**src/rtl/srm_pkg.sv**
```systemverilog
// rtl/srm_pkg.sv - ISA opcodes, register-select encodings and instruction field positions
package srm_pkg;

  typedef enum logic [2:0] {
    OP_B    = 3'b001,
    OP_BL   = 3'b010,
    OP_LDR  = 3'b011,
    OP_STR  = 3'b100,
    OP_ALU  = 3'b101,
    OP_MOV  = 3'b110,
    OP_HALT = 3'b111
  } opcode_t;

  localparam logic [1:0] SEL_RM   = 2'b00;
  localparam logic [1:0] SEL_RD   = 2'b01;
  localparam logic [1:0] SEL_RN   = 2'b10;
  localparam logic [1:0] SEL_ZERO = 2'b11;

  localparam int OP_HI  = 15;
  localparam int OP_LO  = 13;
  localparam int ALU_HI = 12;
  localparam int ALU_LO = 11;
  localparam int RN_HI  = 10;
  localparam int RN_LO  = 8;
  localparam int RD_HI  = 7;
  localparam int RD_LO  = 5;
  localparam int SH_HI  = 4;
  localparam int SH_LO  = 3;
  localparam int RM_HI  = 2;
  localparam int RM_LO  = 0;

  function automatic logic [2:0] reg_select(input logic [1:0] sel, input logic [15:0] instr);
    logic [2:0] r;
    r = 3'b000;
    case (sel)
      SEL_RM:  r = instr[RM_HI:RM_LO];
      SEL_RD:  r = instr[RD_HI:RD_LO];
      SEL_RN:  r = instr[RN_HI:RN_LO];
      default: r = 3'b000;
    endcase
    return r;
  endfunction

endpackage

```
**src/rtl/instr_queue.sv**
```systemverilog
// rtl/instr_queue.sv - generic synchronous FIFO with flush; no pass-through when full
module instr_queue #(
  parameter int WIDTH = 16,
  parameter int DEPTH = 2
) (
  input  logic                   clk,
  input  logic                   reset,
  input  logic                   flush,
  input  logic                   in_valid,
  output logic                   in_ready,
  input  logic [WIDTH-1:0]       in_data,
  output logic                   out_valid,
  input  logic                   out_ready,
  output logic [WIDTH-1:0]       out_data,
  output logic [$clog2(DEPTH):0] count
);

  localparam int PW = (DEPTH > 1) ? $clog2(DEPTH) : 1;
  localparam int CW = $clog2(DEPTH) + 1;

  logic [WIDTH-1:0] mem [DEPTH];
  logic [PW-1:0]    wr_ptr;
  logic [PW-1:0]    rd_ptr;
  logic             full;
  logic             push;
  logic             pop;

  assign full      = (count == CW'(DEPTH));
  assign in_ready  = !reset && !full && !flush;
  assign out_valid = (count != '0);
  assign out_data  = mem[rd_ptr];
  assign push      = in_valid && in_ready;
  // A pop coinciding with flush or reset is ignored; the queue empties anyway.
  assign pop       = out_valid && out_ready && !flush && !reset;

  function automatic logic [PW-1:0] ptr_next(input logic [PW-1:0] p);
    return (p == PW'(DEPTH - 1)) ? '0 : p + 1'b1;
  endfunction

  always_ff @(posedge clk) begin
    if (push) begin
      mem[wr_ptr] <= in_data;
    end
  end

  always_ff @(posedge clk) begin
    if (reset || flush) begin
      wr_ptr <= '0;
      rd_ptr <= '0;
      count  <= '0;
    end else begin
      if (push) begin
        wr_ptr <= ptr_next(wr_ptr);
      end
      if (pop) begin
        rd_ptr <= ptr_next(rd_ptr);
      end
      case ({push, pop})
        2'b10:   count <= count + 1'b1;
        2'b01:   count <= count - 1'b1;
        default: count <= count;
      endcase
    end
  end

endmodule

```
**src/rtl/instr_decode_stage.sv**
```systemverilog
// rtl/instr_decode_stage.sv - buffered instruction decode stage; SRM_ILLEGAL_DETECT_EN adds illegal/illegal_seen
module instr_decode_stage
  import srm_pkg::*;
#(
  parameter int INSTR_W = 16,
  parameter int DATA_W  = 16,
  parameter int DEPTH   = 2
) (
  input  logic                   clk,
  input  logic                   reset,
  input  logic                   flush,
  input  logic                   in_valid,
  output logic                   in_ready,
  input  logic [INSTR_W-1:0]     in_instr,
  output logic                   out_valid,
  input  logic                   out_ready,
  input  logic [1:0]             rd_sel,
  input  logic [1:0]             wr_sel,
  output logic [2:0]             opcode,
  output logic [1:0]             ALUop,
  output logic [1:0]             shift,
  output logic [DATA_W-1:0]      sximm5,
  output logic [DATA_W-1:0]      sximm8,
  output logic [2:0]             readnum,
  output logic [2:0]             writenum,
  output logic [$clog2(DEPTH):0] count
`ifdef SRM_ILLEGAL_DETECT_EN
  ,
  output logic                   illegal,
  output logic                   illegal_seen
`endif
);

  logic [INSTR_W-1:0] q_data;
  logic               q_valid;
  logic [15:0]        head;

  instr_queue #(
    .WIDTH(INSTR_W),
    .DEPTH(DEPTH)
  ) u_queue (
    .clk      (clk),
    .reset    (reset),
    .flush    (flush),
    .in_valid (in_valid),
    .in_ready (in_ready),
    .in_data  (in_instr),
    .out_valid(q_valid),
    .out_ready(out_ready),
    .out_data (q_data),
    .count    (count)
  );

  assign out_valid = q_valid && !reset;
  // Zeroing the head word makes every decoded field 0 when nothing is valid.
  assign head      = out_valid ? q_data[15:0] : 16'h0000;

  assign opcode   = head[OP_HI:OP_LO];
  assign ALUop    = head[ALU_HI:ALU_LO];
  assign shift    = head[SH_HI:SH_LO];
  assign sximm5   = DATA_W'($signed(head[4:0]));
  assign sximm8   = DATA_W'($signed(head[7:0]));
  assign readnum  = reg_select(rd_sel, head);
  assign writenum = reg_select(wr_sel, head);

`ifdef SRM_ILLEGAL_DETECT_EN
  logic illegal_pop;

  assign illegal     = out_valid && ((opcode == 3'b000) || ((opcode == OP_MOV) && ALUop[0]));
  assign illegal_pop = illegal && out_ready && !flush;

  // Sticky across flush so software can still see the event after a branch.
  always_ff @(posedge clk) begin
    if (reset) begin
      illegal_seen <= 1'b0;
    end else if (illegal_pop) begin
      illegal_seen <= 1'b1;
    end
  end
`endif

endmodule

```
**config.mk**
```make
export PLATFORM = sky130hd
export DESIGN_NAME = instr_decode_stage
export DESIGN_NICKNAME = d
export VERILOG_FILES = /design/src/rtl/srm_pkg.sv /design/src/rtl/instr_queue.sv /design/src/rtl/instr_decode_stage.sv
export SDC_FILE = /design/constraint.sdc
export NUM_CORES = 1
export LEC_CHECK = 0
export ABC_AREA = 1
export BUFFER_PORTS_ARGS = -buffer_cell sky130_fd_sc_hd__buf_2
export CORE_UTILIZATION = 50
export CTS_BUF_LIST = sky130_fd_sc_hd__clkbuf_8
export DETAILED_ROUTE_END_ITERATION = 8
export GPL_TIMING_DRIVEN = 1
export PLACE_DENSITY = 0.81
export SKIP_LAST_GASP = 1
export SYNTH_ARGS = -nofsm -noshare
export SYNTH_HDL_FRONTEND = slang
export SYNTH_SLANG_ARGS = --single-unit
```
**constraint.sdc**
```tcl
create_clock -name clk -period 2.35 [get_ports clk]
set_clock_uncertainty 0.05 [all_clocks]
set_input_delay 0.705 -clock clk [delete_from_list [all_inputs] [get_ports clk]]
set_output_delay 0.705 -clock clk [all_outputs]
set_load 0.01 [all_outputs]
```
==> reports/metrics.csv, run 1 <==
stage,metric,value,unit
sta,RSZ-0062 raised after global routing,true,
drt,DRC,0,
sta,Final Max Slew Viols,0,
job,Max Cap Viol,0,
sta,final hold vios,0,
placed_design,gpl congestion,0.794,
setup_path,critical path required time,1590,ps
worst_hold_path,hold path cells,4,
floorplanning,num rows,22,
sta,"Setup violations, final",0,
final_layout,synth-to-layout area growth,19.8,%
grt,gr usage total,18.2,%
setup_path,worst r2r dst,u_queue.count[1]$_SDFFE_PP0P_,
final_layout,fraction of layout instances using a drive strength above 1,37.2,%
setup_path,Crit. End Element,output port,
floorplanning,core footprint,3660,um^2
drt,DR WL/cell,11.0,um
floorplanning,IO Count,74,
drt,Final ANT Viol Nets,0,
synthesis,Yosys warnings,0,
floorplanning,die area,4090,um^2
drt,TritonRoute pass-1 iters,4,
drt,vias,1489,
drt,routed vias/inst,4.70,
cts,Clock transition at path regs,70,ps
final_layout,"leading cell type in the layout, fill and taps excluded",buf_2,
placed_design,PortBufs,73,
cts,Clock H-tree levels,2,
final_layout,final core utilization,62.9,%
synthesis,Post-Synthesis Cell Area,1920,um^2
synthesis,"Distinct cells, synth",20,
final_layout,multi-input logic area,519,um^2
grt,largest net degree at the start of global routing,17,
setup_path,reg2reg setup slack,770,ps
synthesis,most common flop cell mapped by yosys,edfxtp_1,
final_layout,filler cell count in the final layout,321,
final_layout,Reg area,1060,um^2
placed_design,post-DP HPWL,2530,um
cts,clk root buf,clkbuf_8,
drt,final wirelength,3480,um
sta,worst slew pin tran,292,ps
synthesis,sequential area share after synthesis,55.2,%
setup_path,Crit Path Max Fanout,8,
sta,Fin Setup TNS,0,ps
final_layout,fin nets,294,
cts,hold_buf cts,0,
power_and_ir_drop,P_leak,0.00122,uW
cts,CTS tree,done,
setup_path,arrival time of the worst setup path,1530,ps
setup_path,type of origin of the critical path,input pin,
worst_hold_path,hold path startpoint,u_queue.wr_ptr$_SDFFE_PP0N_,
grt,vias in the first global route,1280,
final_layout,Antenna Cells,0,
grt,first-pass GRT wire length,5610,um
cts,CTS sink cnt,37,
power_and_ir_drop,Power Density,576,nW/um^2
final_layout,"commonest non-fill, non-tap cells in the layout","73 x buf_2, 60 x nand2_1, 32 x edfxtp_1",
sta,Period minus WS final,2280,ps
setup_path,Setup CP Type,in2out,
floorplanning,Initial Util,52.5,%
synthesis,number of flops mapped to enable cells by yosys,32,
power_and_ir_drop,Max rail drop VDD,0.533,mV
grt,grt total ovfl,0,
cts,Clock Tree Buf Depth,2,
grt,antenna violations before repair,0,
setup_path,RR Startpoint,u_queue.count[0]$_SDFFE_PP0P_,
synthesis,Syn Area/Cell,9.19,um^2
setup_path,cells on worst reg2reg path,6,
synthesis,syn_nets,235,
run_status,status,finished clean,
worst_hold_path,hold path endpoint,u_queue.wr_ptr$_SDFFE_PP0N_,
drt,drt first-iter violations,107,
sta,Slew HR,80.3,%
floorplanning,Die X,64.0,um
floorplanning,Chip Height,64.0,um
worst_hold_path,Min-Delay Path Class,reg2reg,
cts,Clock Latency Late Sink,280,ps
cts,CTS Buf Count,5,
sta,Final period util,97.2,%
sta,fmax,438,MHz
synthesis,Seq cells post-synth,37,
synthesis,synthesized instance count,209,
synthesis,"Async S/R FF share, synth",0,%
==> kinds of logic (layout without fill, tap and decap cells) <==
| logic type | after synthesis | after routing | share of synthesized area, % |
|---|---|---|---|
| AOI/OAI and AO/OA | 6 | 6 | 1.56 |
| xor gates and xnor gates | 1 | 1 | 0.456 |
| adders and majority gates | 1 | 1 | 0.651 |
| buffers and inverters | 55 | 115 | 17.7 |
| DFF | 37 | 37 | 55.2 |
| and+or+nand+nor | 109 | 109 | 24.4 |
==> sequential cells by signal, summed over array words and instances, names as in the netlist, named ones only <==
signal          count
u_queue.wr_ptr      1
u_queue.rd_ptr      1
u_queue.count       2
u_queue.mem        32
==> Yosys cell counts (2+ instances only) <==
cell | n | share of area (%)
nand2_1 | 60 | 12
edfxtp_1 | 32 | 50
buf_4 | 29 | 11
nand3_1 | 25 | 6.5
inv_1 | 22 | 4.3
nor2_1 | 16 | 3.1
dfxtp_1 | 5 | 5.2
a21oi_1 | 4 | 1.0
buf_6 | 3 | 1.8
nor2_2 | 2 | 0.65
o21ai_0 | 2 | 0.52
==> worst max-delay path by stage <==
stage | startpoint | endpoint | slack, ps
6_report | reset | readnum[0] | 70
2_1_floorplan | reset | sximm5[10] | 70
3_5_place_dp | reset | sximm5[13] | -20
5_1_grt | reset | readnum[1] | -20
4_1_cts | reset | readnum[2] | 10
3_3_place_gp | reset | readnum[0] | 10
==> report_power, final <==
part	switching [uW]	internal, uW
Clock	201	309
Sequential	3.24	724
Combinational	50.6	36.5
Total	255	1070
==> timing repair <==
action	in CTS	in global routing
setup endpoints to repair	14	38
pin swaps	0	1
gates resized for setup	1	4
cloned	0	0
buffers inserted	0	2
==> per-stage QoR <==
step | cells | power, uW | instance area (um^2) | setup slack (ps) | hold WS (ps)
4_1_cts | 315 | 1340 | 2280 | 9.92 | 485
5_1_grt | 317 | 1380 | 2300 | -16.2 | 528
2_1_floorplan | 209 | 786 | 1920 | 74.8 | 450
3_3_place_gp | 307 | 824 | 2170 | 13.3 | 465
6_report | 317 | 1320 | 2300 | 66.1 | 482
3_5_place_dp | 307 | 828 | 2170 | -16.6 | 471
==> metal layers <==
layer / track usage, % / share of wire (%) / vias to the layer above
met2: 32.6 / 51 / 63
li1: - / - / 764
met3: 5.00 / 6.9 / 6
met5: 0 / 0 / -
met4: 6.82 / 1.4 / 0
met1: 20.4 / 41 / 656
==> worst max-delay path, cell delays in order <==
cell,delay (ps)
buf_2,130
nor2_4,190
buf_4,170
nand3_1,80
nand3_1,120
buf_2,140
==> layout make-up <==
cell class,instances,share of cell area (%)
multi-input combinational,117,22.6
inverter,23,3.97
sequential,37,46.2
clock inverter,3,1.63
tap,48,2.61
timing repair buffer,84,20.0
clock buffer,5,2.99
Note: power is estimated with default switching activity, not from simulation.
==> inputs of run 2 (changes only) <==
--- a/config.mk
+++ b/config.mk
@@ -9,8 +9,9 @@
 export BUFFER_PORTS_ARGS = -buffer_cell sky130_fd_sc_hd__buf_2
 export CORE_UTILIZATION = 50
 export CTS_BUF_LIST = sky130_fd_sc_hd__clkbuf_8
+export CTS_CLUSTER_SIZE = 30
 export DETAILED_ROUTE_END_ITERATION = 8
-export GPL_TIMING_DRIVEN = 1
+export GPL_TIMING_DRIVEN = 0
 export PLACE_DENSITY = 0.81
 export SKIP_LAST_GASP = 1
 export SYNTH_ARGS = -nofsm -noshare
==> constraint.sdc (replaced) <==
create_clock -name clk -period 2.35 [get_ports clk]
set_clock_uncertainty 0.05 [all_clocks]
set_input_delay 0.3525 -clock clk [delete_from_list [all_inputs] [get_ports clk]]
set_output_delay 0.3525 -clock clk [all_outputs]
set_load 0.01 [all_outputs]
==> run 2 against run 1 <==
Sequential power is essentially flat. Clock power shrank 22%. Total power shrank 8.7%. Global-route usage grew 0.42 points. Setup slack gained 83 ps. First-iteration DRC count grew 38%. Critical path depth grew 1. Combinational power shrank 0.7%. Via count grew 1.7%. Sequential cell count is the same. Maximum frequency grew 3.8%. Register-to-register slack lost 310 ps. Critical path type is now reg2out. Highest routed layer unchanged.
==> reports/metrics.csv, run 2 (synthesis results as in run 1) <==
stage,metric,value,unit,change
cts,CTS sink cnt,37,,unchanged
sta,Final Max Slew Viols,0,,unchanged
drt,DRC,0,,unchanged
setup_path,Setup CP Type,reg2out,,
cts,clk root buf,clkbuf_8,,
grt,antenna violations before repair,0,,unchanged
placed_design,placed instance area,2350,um^2,+7.9%
sta,"Setup violations, final",0,,unchanged
setup_path,arrival time of the worst setup path,1800,ps,+270 ps
setup_path,Max stage delay on crit path,450,ps,+260 ps
sta,RSZ-0062 raised after global routing,false,,
setup_path,CP most frequent cell,buf_4,,
drt,DR WL/cell,10.3,um,-6.0%
sta,fmax,454,MHz,+3.8%
cts,Clock Latency Late Sink,280,ps,about the same
drt,Met1 Routed Length,1470,um,+3.6%
drt,routed vias/inst,4.47,,-4.9%
drt,metal2 WL,1720,um,-2.9%
final_layout,fraction of layout instances using a drive strength above 1,40.2,%,+3.0 points
grt,largest net degree at the start of global routing,17,,unchanged
cts,CTS tree,done,,
final_layout,fin nets,316,,+7.5%
final_layout,Regs by FF count,"u_queue.mem (32), u_queue.count (2)",,
floorplanning,Chip Height,64.0,um,unchanged
setup_path,cells on worst reg2reg path,5,,-1
sta,final hold vios,0,,unchanged
sta,Final period util,93.7,%,-3.5 points
final_layout,filler cell count in the final layout,301,,-6.2%
final_layout,Antenna Cells,0,,unchanged
floorplanning,Initial Util,52.5,%,unchanged
setup_path,worst path cell trace,nor2_2 -> nor2_4 -> buf_4 -> nand2_1 -> inv_1 -> buf_4 -> buf_2,,
setup_path,RR Startpoint,u_queue.count[0]$_SDFFE_PP0P_,,
sta,Slew HR,55.4,%,-25 points
drt,drt first-iter violations,148,,+38%
placed_design,Place WS,-15.8,ps,+0.829 ps
drt,TritonRoute pass-1 iters,4,,unchanged
sta,Fin Setup TNS,0,ps,unchanged
setup_path,reg2reg setup slack,460,ps,-310 ps
power_and_ir_drop,P_leak,0.00133,uW,+9.7%
setup_path,Crit Path Max Fanout,14,,+6
final_layout,"Most flops, register",u_queue.mem,,
setup_path,critical path required time,1950,ps,+360 ps
grt,first-pass GRT wire length,5690,um,+1.4%
setup_path,Crit. End Element,output port,,
final_layout,cell area after layout,2430,um^2,+5.8%
grt,vias in the first global route,1310,,+2.3%
final_layout,synth-to-layout area growth,26.7,%,
sta,setup slack after layout,149,ps,+82.8 ps
cts,Clock transition at path regs,70,ps,about the same
setup_path,Crit-path slowest cell,dfxtp_1,,
setup_path,worst r2r dst,u_queue.mem[0][10]$_DFFE_PP_,,
cts,CTS Buf Count,5,,unchanged
worst_hold_path,Min-Delay Path Class,in2reg,,
grt,grt total ovfl,0,,unchanged
placed_design,gpl congestion,0.868,,+9.3%
drt,final wirelength,3500,um,+0.52%
worst_hold_path,hold path startpoint,in_instr[9],,
power_and_ir_drop,Max rail drop VDD,0.441,mV,-17%
drt,Top Metal Used,met4,,
setup_path,Worst Setup SP,u_queue.count[1]$_SDFFE_PP0P_,,
floorplanning,Die X,64.0,um,unchanged
drt,Final ANT Viol Nets,0,,unchanged
placed_design,PortBufs,73,,unchanged
cts,hold_buf cts,0,,unchanged
cts,CTS resizes,0,,-1
final_layout,number of flip-flops under the largest register name,32,,unchanged
setup_path,CP endpoint,sximm5[4],,
cts,Clock H-tree levels,2,,unchanged
floorplanning,die area,4090,um^2,unchanged
power_and_ir_drop,Power Density,497,nW/um^2,-14%
sta,Period minus WS final,2200,ps,-82.8 ps
placed_design,post-DP HPWL,2620,um,+3.6%
power_and_ir_drop,Final Power,1210,uW,-8.7%
sta,worst slew pin tran,666,ps,+373 ps
final_layout,"leading cell type in the layout, fill and taps excluded",buf_2,,
floorplanning,num rows,22,,unchanged
job,Max Cap Viol,0,,unchanged
drt,length of routed met3 wiring,228,um,-5.0%
floorplanning,core footprint,3660,um^2,unchanged
setup_path,type of origin of the critical path,register,,
cts,Clock Tree Buf Depth,2,,unchanged
run_status,status,finished clean,,
final_layout,"commonest non-fill, non-tap cells in the layout","73 x buf_2, 60 x nand2_1, 32 x edfxtp_1",,
cts,Post-CTS Setup Inserts,0,,unchanged
drt,vias,1515,,+1.7%
floorplanning,IO Count,74,,unchanged
grt,gr usage total,18.6,%,+0.42 points
run 2: cell types whose count changed in the layout (fill, tap and decap cells not counted), moves of 2 or more:
cell	before	now
dfxtp_2	2	0
inv_1	21	25
buf_6	0	3
dfxtp_1	3	5
buf_4	10	30
inv_2	2	0
run 2: how the worst min path moves through the flow:
stage | to | slack, ps | depth (start not counted)
finish | u_queue.mem[1][9]$_DFFE_PP_ | 200 | 1
global route | u_queue.mem[1][8]$_DFFE_PP_ | 200 | 1
CTS | u_queue.mem[1][9]$_DFFE_PP_ | 190 | 1
detailed placement | u_queue.wr_ptr$_SDFFE_PP0N_ | 490 | 4
global placement | u_queue.wr_ptr$_SDFFE_PP0N_ | 460 | 4
floorplan | u_queue.mem[0][0]$_DFFE_PP_ | 400 | 0
run 2: layout make-up:
class                   instances  area [um^2]  area share [%]
clock inverters                 3         11.3           0.463
flip-flops and latches         37         1060            43.6
repair buffers                 74          373            15.3
multi-input cells             117          519            21.3
clock buffers                   5         68.8            2.83
inverters                      23         88.8            3.65
well taps                      48         60.1            2.47
plain buffers                  32          251            10.3
run 2: power by group:
part           total (uW)  internal, uW  switching (uW)  leakage, uW
sequential            728           725            3.08     0.000331
clock                 396           197             199    0.0000519
combinational        86.5          37.4            49.1     0.000950
run 2: worst max-delay path: cells and delay by family (launching register included):
kind	cells	cell delay, ps
buffers and inverters	4	770
DFF	1	450
and+or+nand+nor	3	290
run 2: metal layers:
metal,track usage [%],vias up
met5,0,-
met4,11.4,0
met3,5.36,8
met2,30.6,48
met1,21.3,653
li1,-,806
run 2: per-stage QoR:
step / hold WS, ps / cells / utilization (%)
floorplan: 401 / 209 / -
global placement: 463 / 330 / 64.1
detailed placement: 485 / 330 / 64.1
CTS: 194 / 338 / 66.3
global route: 197 / 339 / 66.5
finish: 203 / 339 / 66.5
==> inputs of run 3 (changes only) <==
--- a/config.mk
+++ b/config.mk
@@ -7,13 +7,14 @@
 export LEC_CHECK = 0
 export ABC_AREA = 1
 export BUFFER_PORTS_ARGS = -buffer_cell sky130_fd_sc_hd__buf_2
-export CORE_UTILIZATION = 50
+export CORE_UTILIZATION = 51
 export CTS_BUF_LIST = sky130_fd_sc_hd__clkbuf_8
 export CTS_CLUSTER_SIZE = 30
 export DETAILED_ROUTE_END_ITERATION = 8
 export GPL_TIMING_DRIVEN = 0
-export PLACE_DENSITY = 0.81
+export PLACE_DENSITY = 0.83
 export SKIP_LAST_GASP = 1
 export SYNTH_ARGS = -nofsm -noshare
 export SYNTH_HDL_FRONTEND = slang
+export SYNTH_HIERARCHICAL = 1
 export SYNTH_SLANG_ARGS = --single-unit
==> constraint.sdc (replaced) <==
create_clock -name clk -period 2.35 [get_ports clk]
set_clock_uncertainty 0.05 [all_clocks]
set_input_delay 0.5875 -clock clk [delete_from_list [all_inputs] [get_ports clk]]
set_output_delay 0.5875 -clock clk [all_outputs]
set_load 0.01 [all_outputs]
==> run 3 against run 2 <==
Non-clock buffer count is the same. Sequential power is essentially flat. First-iteration DRC count shrank 56%. Cell area grew 3.8%. Combinational power grew 12%. Cell count shrank 8.3%. Setup slack lost 75 ps. Clock-buffer cell count is the same. Area after synthesis grew 2.2%. Via count shrank 1.1%. Global-route usage is essentially flat. Critical path type unchanged. Critical endpoint is now sximm8[8]. Largest cell class unchanged. Highest routed layer unchanged.
==> reports/metrics.csv, run 3 <==
stage,metric,value,unit,change
grt,gr usage total,18.6,%,-0.024 points
grt,grt total ovfl,0,,unchanged
placed_design,post-DP HPWL,2730,um,+3.9%
synthesis,Synth Area in Compound Gates,1.66,%,+0.094 points
synthesis,Post-Synth Simple-Gate Area,14.9,%,-9.5 points
cts,Clock transition at path regs,70,ps,about the same
final_layout,synth-to-layout area growth,28.6,%,
power_and_ir_drop,Final Power,1230,uW,+1.4%
final_layout,"commonest non-fill, non-tap cells in the layout","73 x buf_2, 32 x edfxtp_1, 28 x buf_4",,
final_layout,Antenna Cells,0,,unchanged
sta,worst slew pin tran,867,ps,+201 ps
cts,CTS sink cnt,37,,unchanged
final_layout,fin nets,288,,-8.9%
drt,vias,1498,,-1.1%
synthesis,synthesized instance count,179,,-14%
synthesis,"Distinct cells, synth",22,,+10%
floorplanning,core footprint,3690,um^2,+0.75%
final_layout,Reg area,1070,um^2,+0.47%
worst_hold_path,Min-Delay Path Class,in2reg,,
synthesis,Seq cells post-synth,37,,unchanged
run_status,status,finished clean,,
power_and_ir_drop,combinational share of power,7.9,%,+0.7 points
final_layout,number of flip-flops under the largest register name,32,,unchanged
final_layout,"leading cell type in the layout, fill and taps excluded",buf_2,,
final_layout,Regs by FF count,"u_queue/mem (32), u_queue/count (2)",,
setup_path,critical path required time,1710,ps,-240 ps
grt,first-pass GRT wire length,5590,um,-1.7%
floorplanning,Initial Util,53.2,%,+0.76 points
drt,drt first-iter violations,65,,-56%
setup_path,cells on worst reg2reg path,4,,-1
floorplanning,die area,4100,um^2,+0.20%
synthesis,"Async S/R FF share, synth",0,%,unchanged
synthesis,syn_nets,205,,-13%
synthesis,leading area contributor after synthesis,edfxtp_1,,
setup_path,Critical path buffers and inverters,5,,+1
synthesis,XOR/XNOR share of the synthesized area,0,%,-0.46 points
sta,"Setup violations, final",0,,unchanged
power_and_ir_drop,clock power share,32.9,%,+0.2 points
job,Max Cap Viol,0,,unchanged
sta,Period minus WS final,2280,ps,+74.9 ps
synthesis,largest family of logic cells by synthesized area,buffers and inverters,,
setup_path,Crit Path Max Fanout,10,,-4
synthesis,most common flop cell mapped by yosys,edfxtp_1,,
placed_design,Place WS,-212,ps,-196 ps
cts,CTS tree,done,,
grt,vias in the first global route,1321,,+0.84%
setup_path,Levels on crit path,7,,unchanged
synthesis,top-count cell post-synth,edfxtp_1,,
power_and_ir_drop,sequential share of power,59.3,%,-0.8 points
setup_path,Crit-path slowest cell,dfxtp_1,,
final_layout,fraction of layout instances using a drive strength above 1,53.6,%,+13 points
setup_path,arrival time of the worst setup path,1640,ps,-160 ps
grt,antenna violations before repair,0,,unchanged
placed_design,gpl congestion,0.901,,+3.7%
sta,Final period util,96.9,%,+3.2 points
setup_path,type of origin of the critical path,register,,
setup_path,worst path cell trace,buf_6 -> buf_12 -> mux2_4 -> inv_2 -> nor2_2 -> buf_4 -> buf_2,,
sta,Final Max Slew Viols,0,,unchanged
drt,Final ANT Viol Nets,0,,unchanged
setup_path,Worst path top cell family by delay,buffers and inverters,,
power_and_ir_drop,NetSw,257,uW,+2.6%
setup_path,Setup CP Type,reg2out,,
drt,DRC,0,,unchanged
final_layout,multi-input logic area,578,um^2,+11%
cts,Clock Tree Buf Depth,2,,unchanged
setup_path,CP endpoint,sximm8[8],,
synthesis,Synth Area in Adders,0.637,%,-0.014 points
sta,setup slack after layout,73.9,ps,-74.9 ps
cts,CTS Buf Count,5,,unchanged
synthesis,sequential area share after synthesis,54.0,%,-1.2 points
sta,fmax,439,MHz,-3.3%
sta,final hold vios,0,,unchanged
floorplanning,Die X,64.0,um,+0.10%
power_and_ir_drop,switching share of total power,21.0,%,+0.24 points
cts,Clock H-tree levels,2,,unchanged
floorplanning,num rows,22,,unchanged
synthesis,synth top area cells,"edfxtp_1 49%, buf_4 9.9%, mux2_4 7.6%",,
setup_path,worst r2r dst,u_queue/mem[0][15]$_DFFE_PP_,,
sta,Slew HR,42.2,%,-13 points
synthesis,Syn Area/Cell,11.0,um^2,+19%
drt,TritonRoute pass-1 iters,4,,unchanged
setup_path,Crit. End Element,output port,,
power_and_ir_drop,Max rail drop VDD,0.373,mV,-16%
synthesis,Yosys warnings,6,,+6
cts,clk root buf,clkbuf_8,,
power_and_ir_drop,Power Density,486,nW/um^2,-2.3%
floorplanning,IO Count,74,,unchanged
sta,Fin Setup TNS,0,ps,unchanged
placed_design,PortBufs,73,,unchanged
power_and_ir_drop,P_leak,0.00127,uW,-4.6%
synthesis,number of flops mapped to enable cells by yosys,32,,unchanged
final_layout,"Most flops, register",u_queue/mem,,
grt,largest net degree at the start of global routing,17,,unchanged
synthesis,Post-synth top cells,"32 x edfxtp_1, 26 x buf_4, 26 x nor2_1, 25 x inv_1, 25 x nand3_1",,
synthesis,Post-Synthesis Cell Area,1960,um^2,+2.2%
drt,DR WL/cell,11.7,um,+14%
synthesis,post-synth top area share,48.9,%,-1.1 points
power_and_ir_drop,Int Power,969,uW,+1.1%
cts,Clock Latency Late Sink,280,ps,about the same
synthesis,multiplexer share of the synthesized area,11.1,%,+11 points
drt,routed vias/inst,4.82,,+7.8%
setup_path,RR Startpoint,u_queue/count[0]$_SDFFE_PP0P_,,
drt,final wirelength,3640,um,+4.2%
setup_path,reg2reg setup slack,580,ps,+120 ps
final_layout,filler cell count in the final layout,302,,+0.33%
floorplanning,Chip Height,64.0,um,+0.10%
setup_path,Max stage delay on crit path,330,ps,-120 ps
==> run 3: logic make-up after synthesis <==
group,count (synthesis)
buffers and inverters,56
muxes,16
DFF,37
adders and majority gates,1
and+or+nand+nor,63
AOI/OAI and AO/OA,6
==> run 3: routing by layer <==
layer  track usage, %  share of wire [%]  up-vias
met5                0                  0        -
met3             4.64                7.9        4
met1             19.1                 37      669
met4             10.8                1.0        0
met2             33.8                 54       89
li1                 -                  -      736
==> run 3: how the worst min path moves through the flow <==
stage	start	end	slack, ps	cells after the start
finish	in_instr[6]	u_queue/mem[1][6]$_DFFE_PP_	440	1
global route	in_instr[2]	u_queue/mem[1][2]$_DFFE_PP_	420	1
CTS	in_instr[2]	u_queue/mem[1][2]$_DFFE_PP_	430	1
detailed placement	u_queue/rd_ptr$_SDFFE_PP0P_	u_queue/rd_ptr$_SDFFE_PP0P_	450	2
global placement	u_queue/rd_ptr$_SDFFE_PP0P_	register	430	2
floorplan	u_queue/rd_ptr$_SDFFE_PP0P_	register	420	2
==> run 3: final cells by class <==
type	count	share of cell area [%]
Buffer	31	10.5
Clock buffer	5	2.73
Clock inverter	3	0.545
Inverter	25	3.72
Multi-Input combinational cell	87	22.9
Sequential cell	37	42.2
Tap cell	48	2.38
Timing Repair Buffer	75	15.1
==> run 3: power groups by stage <==
| stage | registers, uW | clock network, uW | logic, uW |
|---|---|---|---|
| floorplan | 742 | 0 | 50.6 |
| global placement | 742 | 0 | 89.1 |
| detailed placement | 742 | 0 | 93.2 |
| CTS | 728 | 416 | 95.0 |
| global route | 727 | 452 | 106 |
| finish | 727 | 403 | 96.8 |
==> run 3: what timing repair did <==
item | CTS | global route
pin swaps | 0 | 1
hold buffers | 0 | 0
cloned | 0 | 1
buffers inserted | 0 | 2
setup endpoints to repair | 26 | 25
gates resized for setup | 8 | 4
==> run 3: per-stage QoR <==
stage / area, um^2 / util, % / hold slack (ps) / instances
finish: 2520 / 68.5 / 438 / 311
global route: 2520 / 68.5 / 423 / 311
CTS: 2490 / 67.6 / 428 / 308
detailed placement: 2390 / 64.8 / 452 / 300
global placement: 2390 / 64.8 / 432 / 300
floorplan: 1960 / - / 417 / 179
